## src/rtl/proc_run_ctrl.sv

```systemverilog
// proc_run_ctrl
//   Run/step/halt sequencer for a small core. It accepts host commands, gates
//   the core run enable, and counts retired instructions. It stops the core on
//   a step-count expiry, a breakpoint match, a PC overflow, a host halt or an
//   illegal command. A RESET command pulses a clear to the core for CLR_CYC
//   cycles.
//
//   state | meaning
//   ------+-------------------------------------------------------------
//   HALT  | core stopped, waiting for a command
//   RUN   | core free-running (optionally watching for a breakpoint)
//   STEP  | core running until the step counter expires
//   CLEAR | clr_o asserted for CLR_CYC cycles, commands not accepted
//
// Ports
//   clk_i        clock, all logic on posedge
//   rst_n        synchronous active-low reset
//   cmd_valid_i  host command strobe
//   cmd_ready_o  command accept (low only in CLEAR)
//   cmd_op_i     0 NOP, 1 RUN, 2 STEP, 3 HALT, 4 RESET, 5 RUN_BP, 6-7 illegal
//   cmd_arg_i    step count for STEP (0 behaves as 1)
//   bp_addr_i    breakpoint PC, captured when RUN_BP starts a run
//   pc_i         current core PC
//   retire_i     one pulse per retired instruction
//   pc_ov_i      PC out-of-range flag
//   run_en_o     core run enable
//   clr_o        core clear
//   state_o      0 HALT, 1 RUN, 2 STEP, 3 CLEAR
//   done_o       one-cycle pulse on each entry to HALT
//   cause_o      last halt cause: 0 HOST, 1 STEP, 2 BP, 3 OV, 4 CLR, 5 ILLEGAL
//   cyc_cnt_o    saturating retire count since the last RESET command
module proc_run_ctrl #(
  parameter int unsigned CLR_CYC = 4,
  parameter int unsigned STEP_W  = 16
) (
  input  logic              clk_i,
  input  logic              rst_n,
  input  logic              cmd_valid_i,
  output logic              cmd_ready_o,
  input  logic [2:0]        cmd_op_i,
  input  logic [STEP_W-1:0] cmd_arg_i,
  input  logic [31:0]       bp_addr_i,
  input  logic [31:0]       pc_i,
  input  logic              retire_i,
  input  logic              pc_ov_i,
  output logic              run_en_o,
  output logic              clr_o,
  output logic [1:0]        state_o,
  output logic              done_o,
  output logic [2:0]        cause_o,
  output logic [31:0]       cyc_cnt_o
);

  typedef enum logic [1:0] {
    ST_HALT  = 2'd0,
    ST_RUN   = 2'd1,
    ST_STEP  = 2'd2,
    ST_CLEAR = 2'd3
  } state_t;

  localparam logic [2:0] OP_RUN    = 3'd1;
  localparam logic [2:0] OP_STEP   = 3'd2;
  localparam logic [2:0] OP_HALT   = 3'd3;
  localparam logic [2:0] OP_RESET  = 3'd4;
  localparam logic [2:0] OP_RUN_BP = 3'd5;

  localparam logic [2:0] CAUSE_HOST    = 3'd0;
  localparam logic [2:0] CAUSE_STEP    = 3'd1;
  localparam logic [2:0] CAUSE_BP      = 3'd2;
  localparam logic [2:0] CAUSE_OV      = 3'd3;
  localparam logic [2:0] CAUSE_CLR     = 3'd4;
  localparam logic [2:0] CAUSE_ILLEGAL = 3'd5;

  localparam logic [STEP_W-1:0] STEP_ONE = STEP_W'(1);
  localparam logic [7:0]        CLR_LAST = 8'(CLR_CYC - 1);

  state_t              state_q, state_d;
  logic [STEP_W-1:0]   step_cnt_q, step_cnt_d;
  logic [7:0]          clr_cnt_q, clr_cnt_d;
  logic [31:0]         bp_addr_q, bp_addr_d;
  logic                bp_en_q, bp_en_d;
  logic [2:0]          cause_q, cause_d;
  logic [31:0]         cyc_cnt_q;
  logic                run_en_q, clr_q, done_q;

  logic                cmd_acc;
  logic                retire_acc;
  logic                op_illegal;
  logic                bp_hit;
  logic                step_last;
  logic                halt_evt;
  logic [2:0]          halt_cause;
  logic                cnt_zero;

  assign cmd_ready_o = (state_q != ST_CLEAR);
  assign cmd_acc     = cmd_valid_i & cmd_ready_o;
  assign retire_acc  = retire_i & run_en_q;
  assign op_illegal  = cmd_op_i[2] & cmd_op_i[1];
  assign bp_hit      = bp_en_q & retire_acc & (pc_i == bp_addr_q);
  assign step_last   = (state_q == ST_STEP) & retire_acc & (step_cnt_q == STEP_ONE);

  always_comb begin
    state_d    = state_q;
    step_cnt_d = step_cnt_q;
    clr_cnt_d  = clr_cnt_q;
    bp_addr_d  = bp_addr_q;
    bp_en_d    = bp_en_q;
    cause_d    = cause_q;
    halt_evt   = 1'b0;
    halt_cause = CAUSE_HOST;
    cnt_zero   = 1'b0;

    if (state_q == ST_CLEAR) begin
      if (clr_cnt_q == 8'd0) begin
        halt_evt   = 1'b1;
        halt_cause = CAUSE_CLR;
      end else begin
        clr_cnt_d = clr_cnt_q - 8'd1;
      end
    end else if (cmd_acc && cmd_op_i == OP_RESET) begin
      state_d   = ST_CLEAR;
      clr_cnt_d = CLR_LAST;
      cnt_zero  = 1'b1;
    end else if (cmd_acc && op_illegal) begin
      halt_evt   = 1'b1;
      halt_cause = CAUSE_ILLEGAL;
    end else if (cmd_acc && cmd_op_i == OP_HALT) begin
      halt_evt   = 1'b1;
      halt_cause = CAUSE_HOST;
    end else if (state_q == ST_HALT) begin
      // Run commands only take effect from HALT; while running they are no-ops.
      if (cmd_acc) begin
        case (cmd_op_i)
          OP_RUN: begin
            state_d = ST_RUN;
            bp_en_d = 1'b0;
          end
          OP_RUN_BP: begin
            state_d   = ST_RUN;
            bp_en_d   = 1'b1;
            bp_addr_d = bp_addr_i;
          end
          OP_STEP: begin
            state_d    = ST_STEP;
            bp_en_d    = 1'b0;
            step_cnt_d = (cmd_arg_i == '0) ? STEP_ONE : cmd_arg_i;
          end
          default: ;
        endcase
      end
    end else begin
      if (pc_ov_i) begin
        halt_evt   = 1'b1;
        halt_cause = CAUSE_OV;
      end else if (bp_hit) begin
        halt_evt   = 1'b1;
        halt_cause = CAUSE_BP;
      end else if (step_last) begin
        halt_evt   = 1'b1;
        halt_cause = CAUSE_STEP;
      end else if (state_q == ST_STEP && retire_acc) begin
        step_cnt_d = step_cnt_q - STEP_ONE;
      end
    end

    if (halt_evt) begin
      state_d = ST_HALT;
      cause_d = halt_cause;
    end
  end

  always_ff @(posedge clk_i) begin
    if (!rst_n) begin
      state_q    <= ST_HALT;
      step_cnt_q <= '0;
      clr_cnt_q  <= '0;
      bp_addr_q  <= '0;
      bp_en_q    <= 1'b0;
      cause_q    <= CAUSE_HOST;
      cyc_cnt_q  <= '0;
      run_en_q   <= 1'b0;
      clr_q      <= 1'b0;
      done_q     <= 1'b0;
    end else begin
      state_q    <= state_d;
      step_cnt_q <= step_cnt_d;
      clr_cnt_q  <= clr_cnt_d;
      bp_addr_q  <= bp_addr_d;
      bp_en_q    <= bp_en_d;
      cause_q    <= cause_d;
      run_en_q   <= (state_d == ST_RUN) || (state_d == ST_STEP);
      clr_q      <= (state_d == ST_CLEAR);
      done_q     <= halt_evt;
      // Clearing on RESET wins over a retire landing in the same cycle.
      if (cnt_zero) begin
        cyc_cnt_q <= '0;
      end else if (retire_acc && cyc_cnt_q != 32'hFFFF_FFFF) begin
        cyc_cnt_q <= cyc_cnt_q + 32'd1;
      end
    end
  end

  assign run_en_o  = run_en_q;
  assign clr_o     = clr_q;
  assign state_o   = state_q;
  assign done_o    = done_q;
  assign cause_o   = cause_q;
  assign cyc_cnt_o = cyc_cnt_q;

endmodule

```

## config.mk

```make
export PLATFORM = sky130hd
export DESIGN_NAME = proc_run_ctrl
export DESIGN_NICKNAME = d
export VERILOG_FILES = /design/src/rtl/proc_run_ctrl.sv
export SDC_FILE = /design/constraint.sdc
export NUM_CORES = 1
export LEC_CHECK = 0
export CORE_UTILIZATION = 50
export CTS_CLUSTER_DIAMETER = 30
export DETAILED_ROUTE_END_ITERATION = 7
export GPL_TIMING_DRIVEN = 0
export PLACE_DENSITY = 0.82
export SLEW_MARGIN = 15
export SYNTH_ARGS = -nofsm -noshare
export SYNTH_HDL_FRONTEND = slang
export SYNTH_SLANG_ARGS = --single-unit
```

## constraint.sdc

```tcl
create_clock -name clk_i -period 5.06 [get_ports clk_i]
set_clock_uncertainty 0.2 [all_clocks]
set_input_delay 0.506 -clock clk_i [delete_from_list [all_inputs] [get_ports clk_i]]
set_output_delay 0.506 -clock clk_i [all_outputs]
set_load 0.05 [all_outputs]
```

Yosys cells after proc, flatten, opt, wreduce, memory -nomap -nowiden
Cells that the tools add are included.
Storage, ports and cells
  register bits after elaboration: 97
  input bits: 88
  output and inout bits: 41
  logic and storage cells: 104
Cells by class
  reductions and logical operators: 19
  eq/ne operators: 20
  bitwise operators: 12
  add/subtract/negate cells: 3
  multiplexer cells: 40
Operators by type and width (number)
  $mux W16: 8
  $add A32 B1 Y32 const B: 1
  $eq A32 B32 Y1: 1
  $ne A32 B32 Y1 const B: 1
  $mux W8: 3
  $mux W2: 11
  $eq A16 B1 Y1 const B: 1
  $logic_not A16 Y1: 1
  $sub A16 B1 Y16 const B: 1
  $reduce_and A7 Y1: 2
  $mux W1: 12
  $mux W3: 4
  $reduce_and A10 Y1: 1
  $eq A2 B2 Y1 const B: 4
  $logic_not A8 Y1: 1
  $ne A2 B1 Y1 const B: 4
  $sub A8 B1 Y8 const B: 1
  $and A1 B1 Y1: 7
  $eq A3 B2 Y1 const B: 2
  $eq A3 B3 Y1 const B: 2
  $ne A2 B2 Y1 const B: 3
  $reduce_bool A2 Y1: 3
  $reduce_or A2 Y1: 3
  $logic_and A1 B1 Y1: 5
  other kinds (8): 12

Logic depth before layout (Yosys ltp)
Gate-level depths: netlist of the first run.
  depth after elaboration: 14
  gate-level depth with buffers: 10
  mapped depth without buffers: 10

Least setup slack after synthesis of the first run
Ideal clock, no wire load.
  path type: flip-flop to flip-flop
  start point: reg state_q[1], in the netlist state_o[1]
  end point: reg run_en_q, in the netlist run_en_o
  clock period less this slack: 2.914 ns
  slack: 2.146 ns
  stages on the path, launching flop included: 9
  path buffers: 1
  setup time: 0.115 ns
  required time: 4.745 ns
  data arrival time: 2.599 ns
  cell sequence: dfxtp_1 clkbuf_1 nand2_1 nor4_1 a21oi_1 nand2_1 nor2_1 ha_1 and2_1
Between the ends
  elaborated cells on any way between the ends: 29
  those cells by class: eq/ne (5); mux (16); bitwise (3); reduce/logical (5)
RTL lines
  from (decl): line 77  | state_t state_q, state_d;
  from (signal assigned): line 185  | state_q <= state_d;
  $ne A2 B2 Y1 *: line 95  | assign cmd_ready_o = (state_q != ST_CLEAR);
  named net cmd_ready_o: line 39  | output logic cmd_ready_o,
  $and A1 B1 Y1 *: line 96  | assign cmd_acc = cmd_valid_i & cmd_ready_o;
  $mux W2: line 132  | if (cmd_acc) begin
  $mux W2: line 130  | end else if (state_q == ST_HALT) begin
  $mux W2: line 127  | end else if (cmd_acc && cmd_op_i == OP_HALT) begin
  $mux W2: line 124  | end else if (cmd_acc && op_illegal) begin
  $mux W2: line 120  | end else if (cmd_acc && cmd_op_i == OP_RESET) begin
  $mux W2: line 113  | if (state_q == ST_CLEAR) begin
  $mux W2 *: line 166  | if (halt_evt) begin
  named net state_d[0]: line 77
  $eq A2 B1 Y1 or $eq A2 B2 Y1 (tied branches): line 191  | run_en_q <= (state_d == ST_RUN) || (state_d == ST_STEP);
  $logic_or A1 B1 Y1 *: line 191
  to (signal assigned): line 191
  to (decl): line 84  | logic run_en_q, clr_q, done_q;
Mark *: on every way through the listed nets, which the timed path passes. The rest lies on a longest branch.
A chain may end at the register's enable or synchronous reset.

Worst setup path after layout of the first run
  start point: in retire_i
  end point: reg step_cnt_q[7]
Between the ends
  word-level cells in the longest chain between the ends: 5
  elaborated cells on any way between the ends: 10
  those cells by class: eq/ne (2); bitwise (5); reduce/logical (3)
RTL lines
  from (decl): line 44  | input logic retire_i,
  $and A1 B1 Y1 *: line 97  | assign retire_acc = retire_i & run_en_q;
  $and A1 B1 Y1 (on tied branches) (2 in series): line 100, 99
  $ne A2 B1 Y1 (no source line)
  $reduce_and A10 Y1 (no source line) *
  to (signal assigned): line 186  | step_cnt_q <= step_cnt_d;
  to (decl): line 78  | logic [STEP_W-1:0] step_cnt_q, step_cnt_d;
Every way passes the cells marked *; elsewhere a longest branch is shown, timed or not.

==> impl_metrics.env, run 1 <==
export IMPL_status="finished clean"
export IMPL_portBuffers=126
export IMPL_synthDistinctLibCells=53
export IMPL_synthFlopType="dfxtp_1"
export IMPL_cpPeakStageDelay_ns=0.53
export IMPL_fp_dieW_um=103
export IMPL_reg2regPathDepth=8
export IMPL_path_cells="clkdlybuf4s50_1 -> and2_1 -> clkbuf_1 -> nand3_1 -> nor4_1 -> nand4_1 -> clkbuf_1 -> a31oi_1 -> a31o_1"
export IMPL_r2r_end="step_cnt_q[7]"
export IMPL_die_h_um=103
export IMPL_hpwl_um=10800
export IMPL_hold_buffers=0
export IMPL_vias=5195
export IMPL_cts_tree="done"
export IMPL_finalCritPeriodShare=0.697
export IMPL_netlist_top_cells_count="nand2_1 (128), dfxtp_1 (97), nor2_1 (50)"
export IMPL_path_max_fanout=10
export IMPL_drive_gt1_frac=0.0431
export IMPL_antenna_found_initial=0
export IMPL_htree_levels=3
export IMPL_nNetsFinal=877
export IMPL_path_clk_slew_ns=0.09
export IMPL_cts_buffers_inserted=9
export IMPL_cts_setup_buffers=0
export IMPL_fin_crit_ns=3.53
export IMPL_rows=36
export IMPL_cpMostUsedCell="clkbuf_1"
export IMPL_synth_edf_count=0
export IMPL_syn_inst=646
export IMPL_synth_most_common_cell="nand2_1"
export IMPL_cap_viol_max_count=0
export IMPL_clk_latency_ns=0.36
export IMPL_cp_required_ns=5.17
export IMPL_power_ir_vdd_worst_mv=0.126
export IMPL_crit_family="buffers and inverters"
export IMPL_post_route_drc_count=0
export IMPL_start_util=0.518
export IMPL_hold_class="reg2reg"
export IMPL_finalInstanceArea_sq_um=6700
export IMPL_core_area_sq_um=9770
export IMPL_dieArea_sq_um=10500
export IMPL_area_growth_pct=32.2
export IMPL_gp_congestion=0.912
export IMPL_slew_viol_final=0
export IMPL_cts_buffer_depth=2
export IMPL_worstReg2RegStart="run_en_o"
export IMPL_synth_area_sq_um=5060
export IMPL_pwr_density_cell_nw_per_um2=236
export IMPL_wirelength_um=14400
export IMPL_tns_ns=0
export IMPL_worstPathArrival_ns=3.64
export IMPL_ys_seq_area_frac=0.383
export IMPL_endpoint_kind="register"
export IMPL_syn_area_per_cell_sq_um=7.84
export IMPL_critPathBufInv=3
export IMPL_whs_path_depth=2
export IMPL_dr_pass1_iters=5
export IMPL_synthArstFlopShare=0
export IMPL_grt_pass1_wl_um=23100
export IMPL_grt_pass1_vias=4956
export IMPL_wl_per_cell_um=15.6
export IMPL_dr_first_iter_drc_count=309
export IMPL_diodes=0
export IMPL_holdPathEnd="cause_o[1]"
export IMPL_r2r_slack_ns=1.78
export IMPL_crit_type="in2reg"
export IMPL_ys_seq_elements=97
export IMPL_leakagePower_nw=2.29
export IMPL_num_io_pins=129
export IMPL_yosys_warnings=0
export IMPL_grt_total_usage=0.276
export IMPL_hold_start="cause_o[1]"
export IMPL_vias_per_cell=5.64
export IMPL_syn_nets=740
export IMPL_relSlewSlack=0.461
export IMPL_grt_overflow=0
export IMPL_grt_max_degree=17
export IMPL_synth_top_cell_area_share=0.383
export IMPL_cpMaxStageDelayCell="clkdlybuf4s50_1"
export IMPL_setup_viol=0
export IMPL_tightest_slew_ns=0.802
export IMPL_ant_nets=0
export IMPL_cts_resized=0
export IMPL_postPlaceCellArea_sq_um=6490
export IMPL_finalHoldViolations=0
export IMPL_rsz0062_at_grt="false"
export IMPL_yosysTopAreaCell="dfxtp_1"
export IMPL_cts_sinks=97
export IMPL_yosys_top_cells_area="dfxtp_1 (38%), nand2_1 (9.5%), xnor2_1 (8.3%), a21oi_1 (4.6%), nor2_1 (3.7%)"
export IMPL_fmax_ghz=0.283
export IMPL_root_buffer="clkbuf_8"
export IMPL_start_kind="input port"
-- metal layers --
layer	up-vias	wire length, um	track usage
met5	-	0	0
met4	0	326	0.109
met3	27	1120	0.0373
met2	231	6670	0.463
met1	2394	6250	0.359
li1	2543	-	-
-- registers in the layout, summed over array words and instances (netlist names) --
| register | flops |
|---|---|
| run_en_o | 1 |
| bp_en_q | 1 |
| bp_addr_q | 32 |
| cyc_cnt_o | 32 |
| clr_cnt_q | 8 |
| clr_o | 1 |
| cause_o | 3 |
| state_o | 2 |
| step_cnt_q | 16 |
| done_o | 1 |
-- metrics by stage --
stage / utilization / power, mW / std cells / hold slack, ns / setup WS (ns)
floorplan: - / 0.947 / 646 / 0.248 / 2.15
global placement: 0.664 / 1.06 / 905 / 0.255 / 1.37
detailed placement: 0.664 / 1.07 / 905 / 0.255 / 1.32
CTS: 0.685 / 1.58 / 921 / 0.268 / 1.66
global route: 0.685 / 1.63 / 921 / 0.293 / 1.47
finish: 0.685 / 1.58 / 921 / 0.263 / 1.53
-- report_power, final --
part	internal [mW]	switching, mW
Sequential	0.779	0.0126
Clock	0.243	0.279
Combinational	0.125	0.139
Total	1.15	0.430
-- cell families (layout without fill, tap and decap cells) --
group | Yosys count | in the layout | synth area share
muxes | 4 | 4 | 0.00815
AOI/OAI and AO/OA | 118 | 118 | 0.147
DFF | 97 | 97 | 0.383
adders and majority gates | 6 | 6 | 0.0148
and+or+nand+nor | 310 | 310 | 0.296
xor gates and xnor gates | 66 | 66 | 0.114
buffers and inverters | 45 | 187 | 0.0366
-- worst min-delay path: cells and delay by family, from the launching register on --
family | cells | cell delay (ns)
AO/OA/AOI/OAI | 1 | 0.06
flip-flops | 1 | 0.32
AND/OR/NAND/NOR | 1 | 0.05
-- area by class of cell --
type	instances	area [sq um]
buffer	34	144
clock buffer	10	138
clock inverter	6	65.1
fill	826	3080
inverter	11	41.3
multi-input combinational	504	2940
sequential	97	1940
tap	133	166
timing repair buffer	126	1260
-- cell usage in the layout (no fill, tap or decap), drive strengths merged, types with 9 or more instances in the layout --
| master | n |
|---|---|
| nor3 | 21 |
| inv | 11 |
| o31ai | 17 |
| nand2 | 128 |
| xnor2 | 48 |
| o21ai | 15 |
| nor2 | 50 |
| a31oi | 14 |
| a31o | 12 |
| clkdlybuf4s50 | 126 |
| nand3 | 19 |
| xor2 | 18 |
| dfxtp | 97 |
| a21oi | 47 |
| and2 | 10 |
| clkbuf | 39 |
| nor4 | 10 |
| or4 | 9 |
| nand4 | 25 |
-- worst max-delay path by stage --
| stage | startpoint | endpoint | slack [ns] | depth (start not counted) |
|---|---|---|---|---|
| 2_1_floorplan | state_o[1] | run_en_o | 2.15 | 8 |
| 3_3_place_gp | retire_i | step_cnt_q[8] | 1.37 | 9 |
| 3_5_place_dp | retire_i | step_cnt_q[9] | 1.32 | 9 |
| 4_1_cts | retire_i | step_cnt_q[7] | 1.66 | 9 |
| 5_1_grt | retire_i | step_cnt_q[7] | 1.47 | 9 |
| 6_report | retire_i | step_cnt_q[7] | 1.53 | 9 |
Power figures use the tool's default switching activity.
==> run 2, diff against run 1 <==
CORE_UTILIZATION = 45   (was 50)
PLACE_DENSITY = 0.78   (was 0.82)
clock period = 3.1 ns   (was 5.06 ns; I/O delays follow)
==> impl_metrics.env, run 2 (same netlist as run 1, synthesis figures left out) <==
export IMPL_status="finished clean"
export IMPL_final_common_cell="nand2_1"
export IMPL_vias_per_cell=5.58
export IMPL_portBuffers=126
export IMPL_dr_first_iter_drc_count=442
export IMPL_rows=38
export IMPL_postPlaceCellArea_sq_um=6500
export IMPL_root_buffer="clkbuf_8"
export IMPL_grt_max_degree=18
export IMPL_start_kind="register"
export IMPL_finalHoldViolations=0
export IMPL_cpPeakStageDelay_ns=0.58
export IMPL_timing_final_ws_setup_ns=0.189
export IMPL_num_io_pins=129
export IMPL_ff_latch_area_sq_um=1940
export IMPL_tns_ns=0
export IMPL_power_ir_vdd_worst_mv=0.298
export IMPL_cts_tree="done"
export IMPL_endpoint_kind="register"
export IMPL_wirelength_um=14400
export IMPL_rsz0062_at_grt="false"
export IMPL_cap_viol_max_count=0
export IMPL_htree_levels=3
export IMPL_cpMaxStageDelayCell="or4_4"
export IMPL_vias=5173
export IMPL_hold_start="cmd_op_i[0]"
export IMPL_layout_common_cells="nand2_1 (128), clkdlybuf4s50_1 (126), dfxtp_1 (97)"
export IMPL_finalInstanceArea_sq_um=6710
export IMPL_fillers=998
export IMPL_gr_max_usage_layer="met2"
export IMPL_relSlewSlack=0.486
export IMPL_path_max_fanout=7
export IMPL_dp_cells=912
export IMPL_cts_sinks=97
export IMPL_grt_use_met3=0.0621
export IMPL_pre_cts_slack_ns=-0.545
export IMPL_wl_per_cell_um=15.5
export IMPL_clk_latency_ns=0.37
export IMPL_area_growth_pct=32.5
export IMPL_final_cells=927
export IMPL_p_total_mw=2.56
export IMPL_drive_gt1_frac=0.0457
export IMPL_use_met2=0.411
export IMPL_worstReg2RegStart="step_cnt_q[7]"
export IMPL_cts_buffer_depth=2
export IMPL_slew_viol_final=0
export IMPL_worstPathArrival_ns=2.97
export IMPL_hold_buffers=0
export IMPL_multi_input_area_sq_um=2960
export IMPL_core_area_sq_um=10900
export IMPL_startpoint="step_cnt_q[7]"
export IMPL_grt_pass1_vias=4971
export IMPL_dr_pass1_iters=5
export IMPL_fin_crit_ns=2.91
export IMPL_path_cells="or4_4 -> or4_4 -> o21ai_0 -> a21oi_1 -> nand2_1 -> nor2_1 -> ha_1 -> and2_1"
export IMPL_leakagePower_nw=2.29
export IMPL_finalCritPeriodShare=0.939
export IMPL_fmax_ghz=0.343
export IMPL_post_route_drc_count=0
export IMPL_start_util=0.465
export IMPL_path_clk_slew_ns=0.10
export IMPL_cp_required_ns=3.16
export IMPL_final_util=0.617
export IMPL_ant_nets=0
export IMPL_pwr_density_cell_nw_per_um2=381
export IMPL_antenna_found_initial=0
export IMPL_diodes=0
export IMPL_die_h_um=108
export IMPL_hpwl_um=10800
export IMPL_grt_pass1_wl_um=23000
export IMPL_nNetsFinal=876
export IMPL_cts_buffers_inserted=9
export IMPL_hold_class="in2reg"
export IMPL_dieArea_sq_um=11700
export IMPL_crit_type="reg2reg"
export IMPL_cpMostUsedCell="or4_4"
export IMPL_gp_congestion=0.903
export IMPL_fp_dieW_um=108
export IMPL_setup_viol=0
export IMPL_use_met1=0.300
export IMPL_tightest_slew_ns=0.763
export IMPL_hold_ws_ns=0.121
export IMPL_grt_total_usage=0.248
export IMPL_cts_setup_buffers=0
export IMPL_grt_overflow=0
[run 2: cell types whose count changed in the layout (fill, tap and decap cells not counted)]
cell,delta
clkinv_2,-2
inv_6,+1
clkbuf_1,-1
nor2_2,+1
nor4_1,-1
clkbuf_8,+1
clkinv_4,+1
inv_8,+1
nor2_1,-1
bufinv_16,-1
clkinvlp_4,-1
nor4_4,+1
[run 2: worst max-delay path, delay by kind of cell (launching register included)]
kind | cells | cell delay [ns]
fa+ha+maj | 1 | 0.28
compound gates | 2 | 0.39
simple gates | 5 | 1.56
flops | 1 | 0.38
[run 2: layout make-up]
| cell class | count | area share |
|---|---|---|
| buffer | 33 | 0.0209 |
| multi-input combinational | 504 | 0.440 |
| timing repair buffer | 126 | 0.188 |
| clock inverter | 5 | 0.00690 |
| tap | 140 | 0.0261 |
| sequential | 97 | 0.289 |
| inverter | 11 | 0.00615 |
| clock buffer | 11 | 0.0226 |
[run 2: power by group]
part / switching (mW) / internal (mW)
Clock: 0.485 / 0.351
Combinational: 0.228 / 0.205
Sequential: 0.0203 / 1.27
Total: 0.733 / 1.83
[run 2: worst paths after layout]
path	cells past startpoint	slack (ns)	endpoint
worst max register to register	8	0.19	run_en_o
worst min-delay path	3	0.12	bp_en_q
worst min register to register	2	0.27	cause_o[1]
worst max-delay path	8	0.19	run_en_o
[run 2: what timing repair did]
| action | CTS | global route |
|---|---|---|
| setup endpoints to repair | 16 | 29 |
| gates resized for setup | 1 | 2 |
| gates cloned | 0 | 0 |
| pin swaps | 0 | 1 |
[run 2: per-layer routing]
metal	routed length, um	share of wire	vias up
met3	993	0.069	39
met1	6110	0.43	2401
li1	-	-	2543
met5	0	0	-
met4	449	0.031	0
met2	6830	0.47	190
==> run 3, diff against run 2 <==
CORE_UTILIZATION = 50   (was 45)
PLACE_DENSITY = 0.82   (was 0.78)
clock period = 3.26 ns   (was 3.1 ns; I/O delays follow)
==> impl_metrics.env, run 3 (same netlist as run 1, synthesis figures left out) <==
export IMPL_area_growth_pct=32.3
export IMPL_multi_input_area_sq_um=2940
export IMPL_gp_congestion=0.912
export IMPL_hold_buffers=0
export IMPL_cts_buffers_inserted=9
export IMPL_nNetsFinal=877
export IMPL_layout_common_cells="nand2_1 (128), clkdlybuf4s50_1 (126), dfxtp_1 (97)"
export IMPL_r2r_end="step_cnt_q[7]"
export IMPL_grt_overflow=0
export IMPL_intPower_mw=1.78
export IMPL_whs_path_depth=3
export IMPL_setup_viol=0
export IMPL_root_buffer="clkbuf_8"
export IMPL_grt_total_usage=0.276
export IMPL_use_met2=0.463
export IMPL_relSlewSlack=0.459
export IMPL_grt_pass1_wl_um=23100
export IMPL_worstReg2RegStart="run_en_o"
export IMPL_reg2regPathDepth=8
export IMPL_crit_type="in2reg"
export IMPL_ant_nets=0
export IMPL_vias_per_cell=5.61
export IMPL_hpwl_um=10800
export IMPL_cap_viol_max_count=0
export IMPL_dp_cells=905
export IMPL_die_h_um=103
export IMPL_combPwrFrac=0.168
export IMPL_dr_pass1_iters=5
export IMPL_p_seq_frac=0.502
export IMPL_finalCritPeriodShare=0.946
export IMPL_cp_required_ns=3.37
export IMPL_finalHoldViolations=0
export IMPL_fmax_ghz=0.324
export IMPL_num_io_pins=129
export IMPL_postPlaceCellArea_sq_um=6490
export IMPL_cts_setup_buffers=0
export IMPL_wl_per_cell_um=15.6
export IMPL_fillers=826
export IMPL_start_util=0.518
export IMPL_core_area_sq_um=9770
export IMPL_dr_first_iter_drc_count=295
export IMPL_tns_ns=0
export IMPL_final_cells=921
export IMPL_diodes=0
export IMPL_finalInstanceArea_sq_um=6700
export IMPL_antenna_found_initial=0
export IMPL_hold_class="in2reg"
export IMPL_worstPathArrival_ns=3.19
export IMPL_clk_latency_ns=0.36
export IMPL_final_util=0.686
export IMPL_wirelength_um=14400
export IMPL_cts_buffer_depth=2
export IMPL_r2r_slack_ns=0.25
export IMPL_post_route_drc_count=0
export IMPL_status="finished clean"
export IMPL_start_kind="input port"
export IMPL_gr_max_usage_layer="met2"
export IMPL_rows=36
export IMPL_cts_sinks=97
export IMPL_vias=5169
export IMPL_drive_gt1_frac=0.0444
export IMPL_tightest_slew_ns=0.805
export IMPL_dieArea_sq_um=10500
export IMPL_final_common_cell="nand2_1"
export IMPL_use_met1=0.359
export IMPL_p_sw_frac=0.273
export IMPL_p_total_mw=2.45
export IMPL_p_clk_frac=0.331
export IMPL_fp_dieW_um=103
export IMPL_ff_latch_area_sq_um=1940
export IMPL_cts_tree="done"
export IMPL_grt_pass1_vias=4956
export IMPL_portBuffers=126
export IMPL_grt_max_degree=17
export IMPL_cts_resized=0
export IMPL_path_clk_slew_ns=0.09
export IMPL_hold_start="cmd_op_i[0]"
export IMPL_htree_levels=3
export IMPL_leakagePower_nw=2.29
export IMPL_holdPathEnd="bp_en_q"
export IMPL_p_switching_mw=0.668
export IMPL_rsz0062_at_grt="false"
export IMPL_fin_crit_ns=3.08
export IMPL_power_ir_vdd_worst_mv=0.196
export IMPL_endpoint_kind="register"
export IMPL_pwr_density_cell_nw_per_um2=365
export IMPL_slew_viol_final=0
export IMPL_path_max_fanout=10
export IMPL_grt_use_met3=0.0373
-- run 3: cell types whose count changed in the layout (fill, tap and decap cells not counted), sizes merged --
| cell | previous run | this run |
|---|---|---|
| clkinv | 3 | 4 |
| clkinvlp | 0 | 1 |
| inv | 13 | 11 |
| bufinv | 0 | 1 |
-- run 3: worst max-delay path: stages --
cell             delay [ns]
clkdlybuf4s50_1        0.54
and2_1                 0.14
clkbuf_1               0.44
nand3_1                0.22
nor4_2                 0.33
nand4_1                0.40
clkbuf_1               0.38
a31oi_1                0.29
a31o_1                 0.12
-- run 3: how the worst max path moves through the flow --
stage | start | end | slack, ns | depth (start not counted)
2_1_floorplan | state_o[1] | run_en_o | 0.35 | 8
3_5_place_dp | retire_i | step_cnt_q[9] | -0.30 | 9
3_3_place_gp | retire_i | step_cnt_q[8] | -0.25 | 9
4_1_cts | retire_i | step_cnt_q[7] | 0.04 | 9
5_1_grt | retire_i | step_cnt_q[7] | 0.06 | 9
6_report | retire_i | step_cnt_q[7] | 0.18 | 9
-- run 3: metal layers --
layer  vias to the layer above  routed length, um
met4                         0                326
met2                       216               6670
met3                        27               1080
met5                         -                  0
met1                      2386               6280
li1                       2540                  -
-- run 3: through the flow --
| step | hold WS (ns) | setup slack (ns) |
|---|---|---|
| after floorplan | 0.248 | 0.346 |
| after global placement | 0.255 | -0.253 |
| after detailed placement | 0.255 | -0.304 |
| after CTS | 0.148 | 0.0385 |
| after global routing | 0.163 | 0.0618 |
| final | 0.149 | 0.176 |
-- run 3: power groups by stage --
stage               registers (mW)  clock network (mW)  logic, mW
finish                        1.23               0.809      0.411
floorplan                     1.27                   0      0.196
global route                  1.23               0.859      0.443
global placement              1.25                   0      0.395
detailed placement            1.26                   0      0.402
CTS                           1.23               0.815      0.405
-- run 3: area by class of cell --
cell class	instances	area share
Multi-Input combinational cell	504	0.439
Inverter	11	0.00616
Clock buffer	10	0.0205
Sequential cell	97	0.290
Tap cell	133	0.0248
Buffer	34	0.0215
Clock inverter	6	0.00971
Timing Repair Buffer	126	0.188
